## config.mk

```make
export PLATFORM = sky130hd
export DESIGN_NAME = regfile_bypass
export DESIGN_NICKNAME = d
export VERILOG_FILES = /design/src/rtl/regfile_bypass_pkg.sv /design/src/rtl/regfile_bypass_byte_mux.sv /design/src/rtl/regfile_bypass.sv
export SDC_FILE = /design/constraint.sdc
export NUM_CORES = 2
export LEC_CHECK = 0
export ABC_AREA = 0
export BUFFER_PORTS_ARGS = -buffer_cell sky130_fd_sc_hd__buf_2
export CORE_AREA = 2 2 383 385
export DETAILED_ROUTE_END_ITERATION = 7
export DIE_AREA = 0 0 385 387
export PLACE_DENSITY = 0.54
export SETUP_SLACK_MARGIN = 0.05
export SYNTH_ARGS = -nofsm -noshare
export SYNTH_HDL_FRONTEND = slang
export SYNTH_HIERARCHICAL = 1
export SYNTH_SLANG_ARGS = --single-unit
```

## constraint.sdc

```tcl
create_clock -name clk -period 5.5 [get_ports clk]
set_clock_uncertainty 0.05 [all_clocks]
set_input_delay 0.55 -clock clk [delete_from_list [all_inputs] [get_ports clk]]
set_output_delay 0.55 -clock clk [all_outputs]
set_load 0.05 [all_outputs]
```

## src/rtl/regfile_bypass_pkg.sv

```systemverilog
// rtl/regfile_bypass_pkg.sv - shared types and stage-bus widths for the bypassing register file
package regfile_bypass_pkg;

  // Which stage a read byte is taken from; youngest has the highest value.
  typedef enum logic [1:0] {
    SRC_ARRAY = 2'd0,
    SRC_WB    = 2'd1,
    SRC_MEM   = 2'd2,
    SRC_EX    = 2'd3
  } fwd_src_e;

  function automatic int ex_to_id_wd(input int sb, input int aw, input int dw);
    return sb + aw + dw + 1;
  endfunction

  function automatic int mem_to_id_wd(input int sb, input int aw, input int dw);
    return sb + aw + dw;
  endfunction

  function automatic int wb_to_id_wd(input int sb, input int aw, input int dw);
    return sb + aw + dw;
  endfunction

endpackage

```

## src/rtl/regfile_bypass_byte_mux.sv

```systemverilog
// rtl/regfile_bypass_byte_mux.sv - one byte lane of a read port: EX > MEM > WB > array priority select
module regfile_bypass_byte_mux
  import regfile_bypass_pkg::*;
(
  input  logic       zero,
  input  logic       ex_hit,
  input  logic       mem_hit,
  input  logic       wb_hit,
  input  logic [7:0] ex_byte,
  input  logic [7:0] mem_byte,
  input  logic [7:0] wb_byte,
  input  logic [7:0] arr_byte,
  output logic [7:0] dout
);

  fwd_src_e src;

  always_comb begin
    src = SRC_ARRAY;
    if (ex_hit)       src = SRC_EX;
    else if (mem_hit) src = SRC_MEM;
    else if (wb_hit)  src = SRC_WB;
  end

  always_comb begin
    dout = arr_byte;
    if (zero) begin
      dout = 8'h00;
    end else begin
      case (src)
        SRC_EX:  dout = ex_byte;
        SRC_MEM: dout = mem_byte;
        SRC_WB:  dout = wb_byte;
        default: dout = arr_byte;
      endcase
    end
  end

endmodule

```

## src/rtl/regfile_bypass.sv

```systemverilog
// rtl/regfile_bypass.sv - NREG x DW register file with per-byte EX/MEM/WB forwarding and load-use stall
// Optional HI/LO register pair is built when REGFILE_HILO_EN is defined.
module regfile_bypass
  import regfile_bypass_pkg::*;
#(
  parameter int DW = 32,
  parameter int AW = 5,
  parameter int NR = 2
) (
  input  logic               clk,
  input  logic               rst,
  input  logic [NR-1:0]      rden,
  input  logic [NR*AW-1:0]   raddr,
  output logic [NR*DW-1:0]   rdata,
  input  logic [DW/8-1:0]    we,
  input  logic [AW-1:0]      waddr,
  input  logic [DW-1:0]      wdata,
  input  logic [DW/8-1:0]    ex_wstrb,
  input  logic [AW-1:0]      ex_waddr,
  input  logic [DW-1:0]      ex_wdata,
  input  logic               ex_is_load,
  input  logic [DW/8-1:0]    mem_wstrb,
  input  logic [AW-1:0]      mem_waddr,
  input  logic [DW-1:0]      mem_wdata,
  input  logic [DW/8-1:0]    wb_wstrb,
  input  logic [AW-1:0]      wb_waddr,
  input  logic [DW-1:0]      wb_wdata,
`ifdef REGFILE_HILO_EN
  input  logic [1:0]         hilo_we,
  input  logic [DW-1:0]      hi_wdata,
  input  logic [DW-1:0]      lo_wdata,
  input  logic [1:0]         ex_hilo_we,
  input  logic [DW-1:0]      ex_hi,
  input  logic [DW-1:0]      ex_lo,
  input  logic [1:0]         mem_hilo_we,
  input  logic [DW-1:0]      mem_hi,
  input  logic [DW-1:0]      mem_lo,
  output logic [DW-1:0]      hi_rdata,
  output logic [DW-1:0]      lo_rdata,
`endif
  output logic               stall_req
);

  localparam int SB   = DW / 8;
  localparam int NREG = 2 ** AW;

  logic [DW-1:0] regs [NREG];

  // Register 0 is never written, so the array entry stays 0 after reset.
  always_ff @(posedge clk) begin
    if (rst) begin
      for (int r = 0; r < NREG; r++) regs[r] <= '0;
    end else if (waddr != '0) begin
      for (int k = 0; k < SB; k++) begin
        if (we[k]) regs[waddr][8*k +: 8] <= wdata[8*k +: 8];
      end
    end
  end

  always_comb begin
    stall_req = 1'b0;
    for (int i = 0; i < NR; i++) begin
      if (!rst && rden[i] && ex_is_load && (|ex_wstrb) && ex_waddr != '0 &&
          ex_waddr == raddr[i*AW +: AW])
        stall_req = 1'b1;
    end
  end

  for (genvar gi = 0; gi < NR; gi++) begin : g_port
    logic [AW-1:0] ra;
    logic [DW-1:0] arr_word;
    assign ra       = raddr[gi*AW +: AW];
    assign arr_word = regs[ra];

    // A pending load in EX never forwards; its bytes fall through to older stages.
    for (genvar gk = 0; gk < SB; gk++) begin : g_byte
      regfile_bypass_byte_mux u_mux (
        .zero     (ra == '0),
        .ex_hit   (ex_waddr == ra && ex_wstrb[gk] && !ex_is_load),
        .mem_hit  (mem_waddr == ra && mem_wstrb[gk]),
        .wb_hit   (wb_waddr == ra && wb_wstrb[gk]),
        .ex_byte  (ex_wdata[8*gk +: 8]),
        .mem_byte (mem_wdata[8*gk +: 8]),
        .wb_byte  (wb_wdata[8*gk +: 8]),
        .arr_byte (arr_word[8*gk +: 8]),
        .dout     (rdata[gi*DW + 8*gk +: 8])
      );
    end
  end

`ifdef REGFILE_HILO_EN
  logic [DW-1:0] hi_q;
  logic [DW-1:0] lo_q;

  always_ff @(posedge clk) begin
    if (rst) begin
      hi_q <= '0;
      lo_q <= '0;
    end else begin
      if (hilo_we[1]) hi_q <= hi_wdata;
      if (hilo_we[0]) lo_q <= lo_wdata;
    end
  end

  assign hi_rdata = ex_hilo_we[1]  ? ex_hi  :
                    mem_hilo_we[1] ? mem_hi :
                    hilo_we[1]     ? hi_wdata : hi_q;
  assign lo_rdata = ex_hilo_we[0]  ? ex_lo  :
                    mem_hilo_we[0] ? mem_lo :
                    hilo_we[0]     ? lo_wdata : lo_q;
`else
`endif

endmodule

```

# == After elaboration in Yosys (flattened, before gate mapping) ==
# Memories as Yosys holds them, arrays and structs flattened.
# Cells that the tools add are included.
# totals
latch_bits,0
romBits,0
n_memories,1
output_inout_bits,65
register_bits,0
word_cells,144
ramBits,1024
input_bits,179
# classes
mux,63
order_cmp,0
n_mul,0
addsub,0
shift,0
n_div,0
bitwise_logic,0
n_reduce_logical,50
eq_ne,30
# mem_list
name,words,width,read_ports,rd_ports_with_merged_regs,wr,line_no,rtl
regs,32,32,2,0,32,regfile_bypass.sv:47,logic [DW-1:0] regs [NREG];
# ops
op,count
$pmux 8 s3,8
$mux 8,8
$logic_and 1x1->1,42
$eq 2x2->1 const B,16
$mux 2,16
$mux 32,1
$reduce_or 32->1,1
$eq 5x5->1,6
$mux 1,28
$eq 2x1->1 const B,8
$logic_not 5->1,2
$reduce_bool 5->1,2
$mux 5,1
$mux 4,1
$reduce_or 4->1,1
$logic_not 1->1,2

# == Longest topological paths before layout ==
# logic_depth
depth_word,8
mapped_depth,11

# == By module ==
# The synthesis kept the hierarchy.
# modules_own_cells
mod,cells_each,area_each_um2,n_inst,seq_area_each_um2
regfile_bypass,3697,55505.7,1,30749.5
regfile_bypass_byte_mux,39,257.7,8,0.0

# == Worst setup path before layout ==
# OpenSTA, ideal clock, no wires.
# synth_path
path_type,in2out
startpoint,input port raddr[7]
endpoint,output port rdata[32]
path_stages,6
slack_ns,-0.907
arrival_ns,5.807
path_cell_list,buf_2 buf_2 nor2_1 buf_2 nor4b_1 a2111oi_1
# synth_via
elab_chain_cells,8
elab_cells_between_ends,17
classes_between,6 x eq/ne; 5 x mux; 5 x reduce/logical; 1 x memory
# synth_lines
item,line_no,rtl
start: declaration,regfile_bypass.sv:13,"input logic [NR*AW-1:0] raddr,"
$eq 5x5->1,regfile_bypass.sv:81,".wb_hit (wb_waddr == ra && wb_wstrb[gk]),"
$logic_and 1x1->1,regfile_bypass.sv:81,
$mux 1,regfile_bypass_byte_mux.sv:22,else if (wb_hit) src = SRC_WB;
$mux 2,regfile_bypass_byte_mux.sv:21,else if (mem_hit) src = SRC_MEM;
$mux 2,regfile_bypass_byte_mux.sv:20,if (ex_hit) src = SRC_EX;
$eq 2x1->1 or $eq 2x2->1 (tied branches),regfile_bypass_byte_mux.sv:30,case (src)
$pmux 8 s3,regfile_bypass_byte_mux.sv:30,
$mux 8 (*),regfile_bypass_byte_mux.sv:27,if (zero) begin
end: declaration,regfile_bypass.sv:14,"output logic [NR*DW-1:0] rdata,"
# Mark *: on every way between the ends. The rest lies on a longest branch, timed or not.

# == Final worst setup path ==
# layout_path
startpoint,input port raddr[0]
endpoint,output port rdata[23]
# layout_via
elab_cells_between_ends,17
classes_between,6 x eq/ne; 5 x mux; 5 x reduce/logical; 1 x memory
# layout_rtl
item,line_no,rtl
$mem_v2 32x32,n/a,
named net g_port[0].arr_word[23],regfile_bypass.sv:71,logic [DW-1:0] arr_word;
$pmux 8 s3,regfile_bypass_byte_mux.sv:30,
$mux 8,regfile_bypass_byte_mux.sv:27,
# The timed path passes the listed nets, and every way through them passes these cells.

==> report_table.html <==
<table>
<tr><th>Metric</th><th>Value</th></tr>
<tr><th colspan="2">Cells and area</th></tr>
<tr><td>Number of flip-flops in the largest register</td><td>1024</td></tr>
<tr><td>Top register by number of flip-flops</td><td>regs</td></tr>
<tr><td>Final #Nets</td><td>~4400</td></tr>
<tr><td>Area Overhead vs Synth</td><td>13.0%</td></tr>
<tr><td>Most common cell after layout, fill and taps aside</td><td>sky130_fd_sc_hd__edfxtp_1</td></tr>
<tr><td>Biggest regs</td><td>regs (1024)</td></tr>
<tr><td>FILL cells</td><td>about 13000</td></tr>
<tr><td>Commonest cells after routing, fill and taps aside</td><td>1024 x sky130_fd_sc_hd__edfxtp_1, 1016 x sky130_fd_sc_hd__and2_1, 449 x sky130_fd_sc_hd__mux4_2, 230 x sky130_fd_sc_hd__buf_2, 223 x sky130_fd_sc_hd__o22ai_1</td></tr>
<tr><td>Share of post-route cells with drive strength above 1</td><td>28.2%</td></tr>
<tr><th colspan="2">Clocking</th></tr>
<tr><td>Total CTS buffers</td><td>112</td></tr>
<tr><td>Resized Gates After CTS</td><td>0</td></tr>
<tr><td>Hold bufs inserted after CTS</td><td>0</td></tr>
<tr><td>Post-CTS Setup Inserts</td><td>0</td></tr>
<tr><td>TritonCTS clock tree</td><td>done</td></tr>
<tr><td>Largest buffer count on any clock path</td><td>3</td></tr>
<tr><td>Clock tree root driver cell</td><td>sky130_fd_sc_hd__clkbuf_16</td></tr>
<tr><td>H-tree levels</td><td>3</td></tr>
<tr><td>Clk pin slew, worst setup/hold paths</td><td>approximately 0.070 ns</td></tr>
<tr><td>Clock sink total</td><td>approximately 1000</td></tr>
<tr><th colspan="2">Floorplanning</th></tr>
<tr><td>Starting utilization of the core area</td><td>about two fifths</td></tr>
<tr><td>Width of the die</td><td>~390 µm</td></tr>
<tr><td>Boundary Pins</td><td>around 240</td></tr>
<tr><td>Vertical die dimension</td><td>387 µm</td></tr>
<tr><td>Total number of placement rows</td><td>140</td></tr>
<tr><td>DIE AREA</td><td>around 0.15 mm²</td></tr>
<tr><td>Core area</td><td>between 0.1 and 0.15 mm²</td></tr>
<tr><th colspan="2">Placement</th></tr>
<tr><td>Port Buffers</td><td>between 200 and 250</td></tr>
<tr><td>Detail Placement HPWL</td><td>between 100000 and 150000 µm</td></tr>
<tr><td>Weighted congestion at the end of routability-driven global placement</td><td>around 0.9</td></tr>
<tr><th colspan="2">Detailed routing</th></tr>
<tr><td>Via count normalized by instance count</td><td>6.15</td></tr>
<tr><td>Via count</td><td>about 38000</td></tr>
<tr><td>Post-route antenna net violation count</td><td>0</td></tr>
<tr><td>Sum of routed wire length over all layers</td><td>between 200000 and 250000 µm</td></tr>
<tr><td>Wire length per cell</td><td>33.2 µm</td></tr>
<tr><td>DRC marker count from the first detailed-route iteration</td><td>5070</td></tr>
<tr><td>Count of unresolved DRC violations after routing</td><td>0</td></tr>
<tr><td>Number of search-and-repair iterations in the first detailed-routing pass</td><td>5</td></tr>
<tr><th colspan="2">Logic synthesis</th></tr>
<tr><td>Post-synthesis cell type count</td><td>48</td></tr>
<tr><td>Synthesis warning total</td><td>6</td></tr>
<tr><td>Prevailing post-synth register cell</td><td>sky130_fd_sc_hd__edfxtp_1</td></tr>
<tr><td>Mapped Cells</td><td>4009</td></tr>
<tr><td>Yosys top cell by area</td><td>sky130_fd_sc_hd__edfxtp_1</td></tr>
<tr><td>Number of synthesized register bits</td><td>between 1000 and 1500</td></tr>
<tr><td>EDFF count, synth</td><td>a little over 1000</td></tr>
<tr><td>Combined area of all synthesized cells</td><td>~0.058 mm²</td></tr>
<tr><td>Proportion of synthesized flip-flops having asynchronous set or reset</td><td>0%</td></tr>
<tr><td>Sequential fraction of the synthesis area</td><td>around 53%</td></tr>
<tr><td>Area share of the largest cell type after synthesis</td><td>a little over half</td></tr>
<tr><td>Leading cell types by total area after synthesis</td><td>sky130_fd_sc_hd__edfxtp_1 53%, sky130_fd_sc_hd__mux4_2 18%, sky130_fd_sc_hd__and2_1 11%</td></tr>
<tr><td>Mapped Avg Cell Area</td><td>roughly 14 µm²</td></tr>
<tr><th colspan="2">Global route</th></tr>
<tr><td>First-pass GRT wire length</td><td>291000 µm</td></tr>
<tr><td>Combined global-route utilization of all metal layers</td><td>27.6%</td></tr>
<tr><td>Vias in the first global route</td><td>~38000</td></tr>
<tr><td>Pin count of the biggest net entering global routing</td><td>77</td></tr>
<tr><td>GRT overflow</td><td>0</td></tr>
<tr><td>Antenna violations before repair</td><td>15</td></tr>
<tr><th colspan="2">Power and ir drop</th></tr>
<tr><td>Largest vdd supply drop</td><td>roughly 0.24 mV</td></tr>
<tr><td>Switching part of the total</td><td>between 20% and 30%</td></tr>
<tr><td>Sequential Power Share</td><td>~47%</td></tr>
<tr><td>Total net switching power</td><td>about 5.3 mW</td></tr>
<tr><td>Int Power</td><td>14.5 mW</td></tr>
<tr><td>Leakage power summed over all cells</td><td>22.0 nW</td></tr>
<tr><td>Pwr per Cell Area</td><td>305 mW/mm²</td></tr>
<tr><td>Combinational fraction of design power</td><td>between 10% and 20%</td></tr>
<tr><td>Clock network power share</td><td>around two fifths</td></tr>
<tr><th colspan="2">Job</th></tr>
<tr><td>Maximum capacitance violations</td><td>0</td></tr>
<tr><th colspan="2">STA</th></tr>
<tr><td>Max-slew violations</td><td>0</td></tr>
<tr><td>Total negative slack</td><td>0 ns</td></tr>
<tr><td>Min Clock Period, post-route</td><td>roughly 5 ns</td></tr>
<tr><td>Highest Clock Rate</td><td>0.202 GHz</td></tr>
<tr><td>Unrepaired setup endpoints after global routing</td><td>false</td></tr>
<tr><td>Fraction of the cycle the final worst path needs</td><td>90.1%</td></tr>
<tr><td>Hold Worst Slack</td><td>approximately 0.45 ns</td></tr>
<tr><td>Number of hold violations in the final report</td><td>0</td></tr>
<tr><td>Transition at the pin with the smallest max-transition slack</td><td>approximately 1.5 ns</td></tr>
<tr><td>Max-slew headroom at the worst pin</td><td>between 2 and 2.5%</td></tr>
<tr><td>Final setup fails</td><td>0</td></tr>
<tr><th colspan="2">Worst setup path</th></tr>
<tr><td>Timing startpoint of the critical path</td><td>raddr[0]</td></tr>
<tr><td>Crit. End Element</td><td>primary output</td></tr>
<tr><td>Critical Path AT</td><td>4.35 ns</td></tr>
<tr><td>Critical path type</td><td>in -&gt; out</td></tr>
<tr><td>Critical Path Fanout Max</td><td>11</td></tr>
<tr><td>Nature of the critical path startpoint</td><td>input pin</td></tr>
<tr><td>Worst path required time</td><td>between 4 and 5 ns</td></tr>
<tr><th colspan="2">Hold path</th></tr>
<tr><td>Worst min path class</td><td>in -&gt; reg</td></tr>
<tr><td>Startpoint of the worst hold path</td><td>wdata[20]</td></tr>
<tr><th colspan="2">Status</th></tr>
<tr><td>Outcome</td><td>completed</td></tr>
</table>
synth_stat cells (11+ instances only):
cell                        instances
sky130_fd_sc_hd__nor2_4           116
sky130_fd_sc_hd__a211oi_1          31
sky130_fd_sc_hd__a21oi_1           33
sky130_fd_sc_hd__a22oi_1           94
sky130_fd_sc_hd__inv_1             11
sky130_fd_sc_hd__buf_12            12
sky130_fd_sc_hd__edfxtp_1        1024
sky130_fd_sc_hd__a2111oi_1         48
sky130_fd_sc_hd__clkbuf_1         202
sky130_fd_sc_hd__buf_2             73
sky130_fd_sc_hd__o21ai_0          124
sky130_fd_sc_hd__a2111oi_2         16
sky130_fd_sc_hd__nand2_1           32
sky130_fd_sc_hd__buf_4             39
sky130_fd_sc_hd__xor2_1            12
sky130_fd_sc_hd__o221ai_1          32
sky130_fd_sc_hd__nor2_1           139
sky130_fd_sc_hd__xnor2_1           18
sky130_fd_sc_hd__mux4_2           449
sky130_fd_sc_hd__mux2i_1          127
sky130_fd_sc_hd__nor4_1            36
sky130_fd_sc_hd__and2_1          1017
sky130_fd_sc_hd__clkbuf_2          12
sky130_fd_sc_hd__o22ai_1          223
final timing paths:
check                           to  cells after the start
worst max-delay path     rdata[23]                      8
worst min-delay path  regs[13][20]                      2
through the flow:
| step | std cells | instance area [µm²] | util (%) | worst slack, ns | power, mW |
|---|---|---|---|---|---|
| 2_1_floorplan | 4040 | 57700 | - | 0.699 | 11.1 |
| 3_3_place_gp | 6041 | 61400 | 42.4 | 0.558 | 12.2 |
| 3_5_place_dp | 6042 | 61400 | 42.4 | 0.647 | 12.2 |
| 4_1_cts | 6247 | 65000 | 44.9 | 0.637 | 19.9 |
| 5_1_grt | 6248 | 65000 | 44.9 | 0.524 | 20.3 |
| 6_report | 6260 | 65000 | 44.9 | 0.545 | 19.8 |
area by class of cell:
class                      count  area [µm²]  area share [%]
antenna                       13        32.5          0.0500
clock inverter                69         743            1.14
timing repair buffer         442        3080            4.74
tap                         1917        2400            3.69
inverter                      19         184           0.283
sequential                  1024       30700            47.3
multi-input combinational   2640       25000            38.4
clock buffer                 136        2890            4.45
layer usage:
| layer | vias up | routed length (µm) | GRT usage [%] | part of all wire (%) |
|---|---|---|---|---|
| met5 | - | 51 | 0 | 0.025 |
| met4 | 8 | 6630 | 8.84 | 3.2 |
| met3 | 315 | 21200 | 6.67 | 10 |
| met2 | 2069 | 93400 | 41.6 | 45 |
| met1 | 19995 | 86800 | 39.2 | 42 |
| li1 | 16104 | - | - | - |
power by group through the flow:
stage | clock network (mW) | registers, mW | logic (mW)
floorplan | 0 | 9.30 | 1.85
global route | 8.04 | 9.32 | 2.96
global placement | 0 | 9.42 | 2.82
CTS | 7.77 | 9.27 | 2.83
detailed placement | 0 | 9.43 | 2.82
finish | 7.70 | 9.28 | 2.84
critical path: stages:
cell	delay, ns
sky130_fd_sc_hd__buf_2	0.20
sky130_fd_sc_hd__nand3b_1	0.76
sky130_fd_sc_hd__buf_4	0.44
sky130_fd_sc_hd__o22ai_1	0.25
sky130_fd_sc_hd__nor4_1	1.23
sky130_fd_sc_hd__nor2_1	0.19
sky130_fd_sc_hd__a2111oi_2	0.38
sky130_fd_sc_hd__buf_2	0.32
kinds of logic after synthesis:
group,share of synthesized area [%]
AND/OR/NAND/NOR,15.4
flip-flops,53.4
AO/OA/AOI/OAI,7.35
multiplexers,19.8
buffers and inverters,3.55
XOR/XNOR,0.456
other,0.00651
Power figures use the tool's default switching activity.
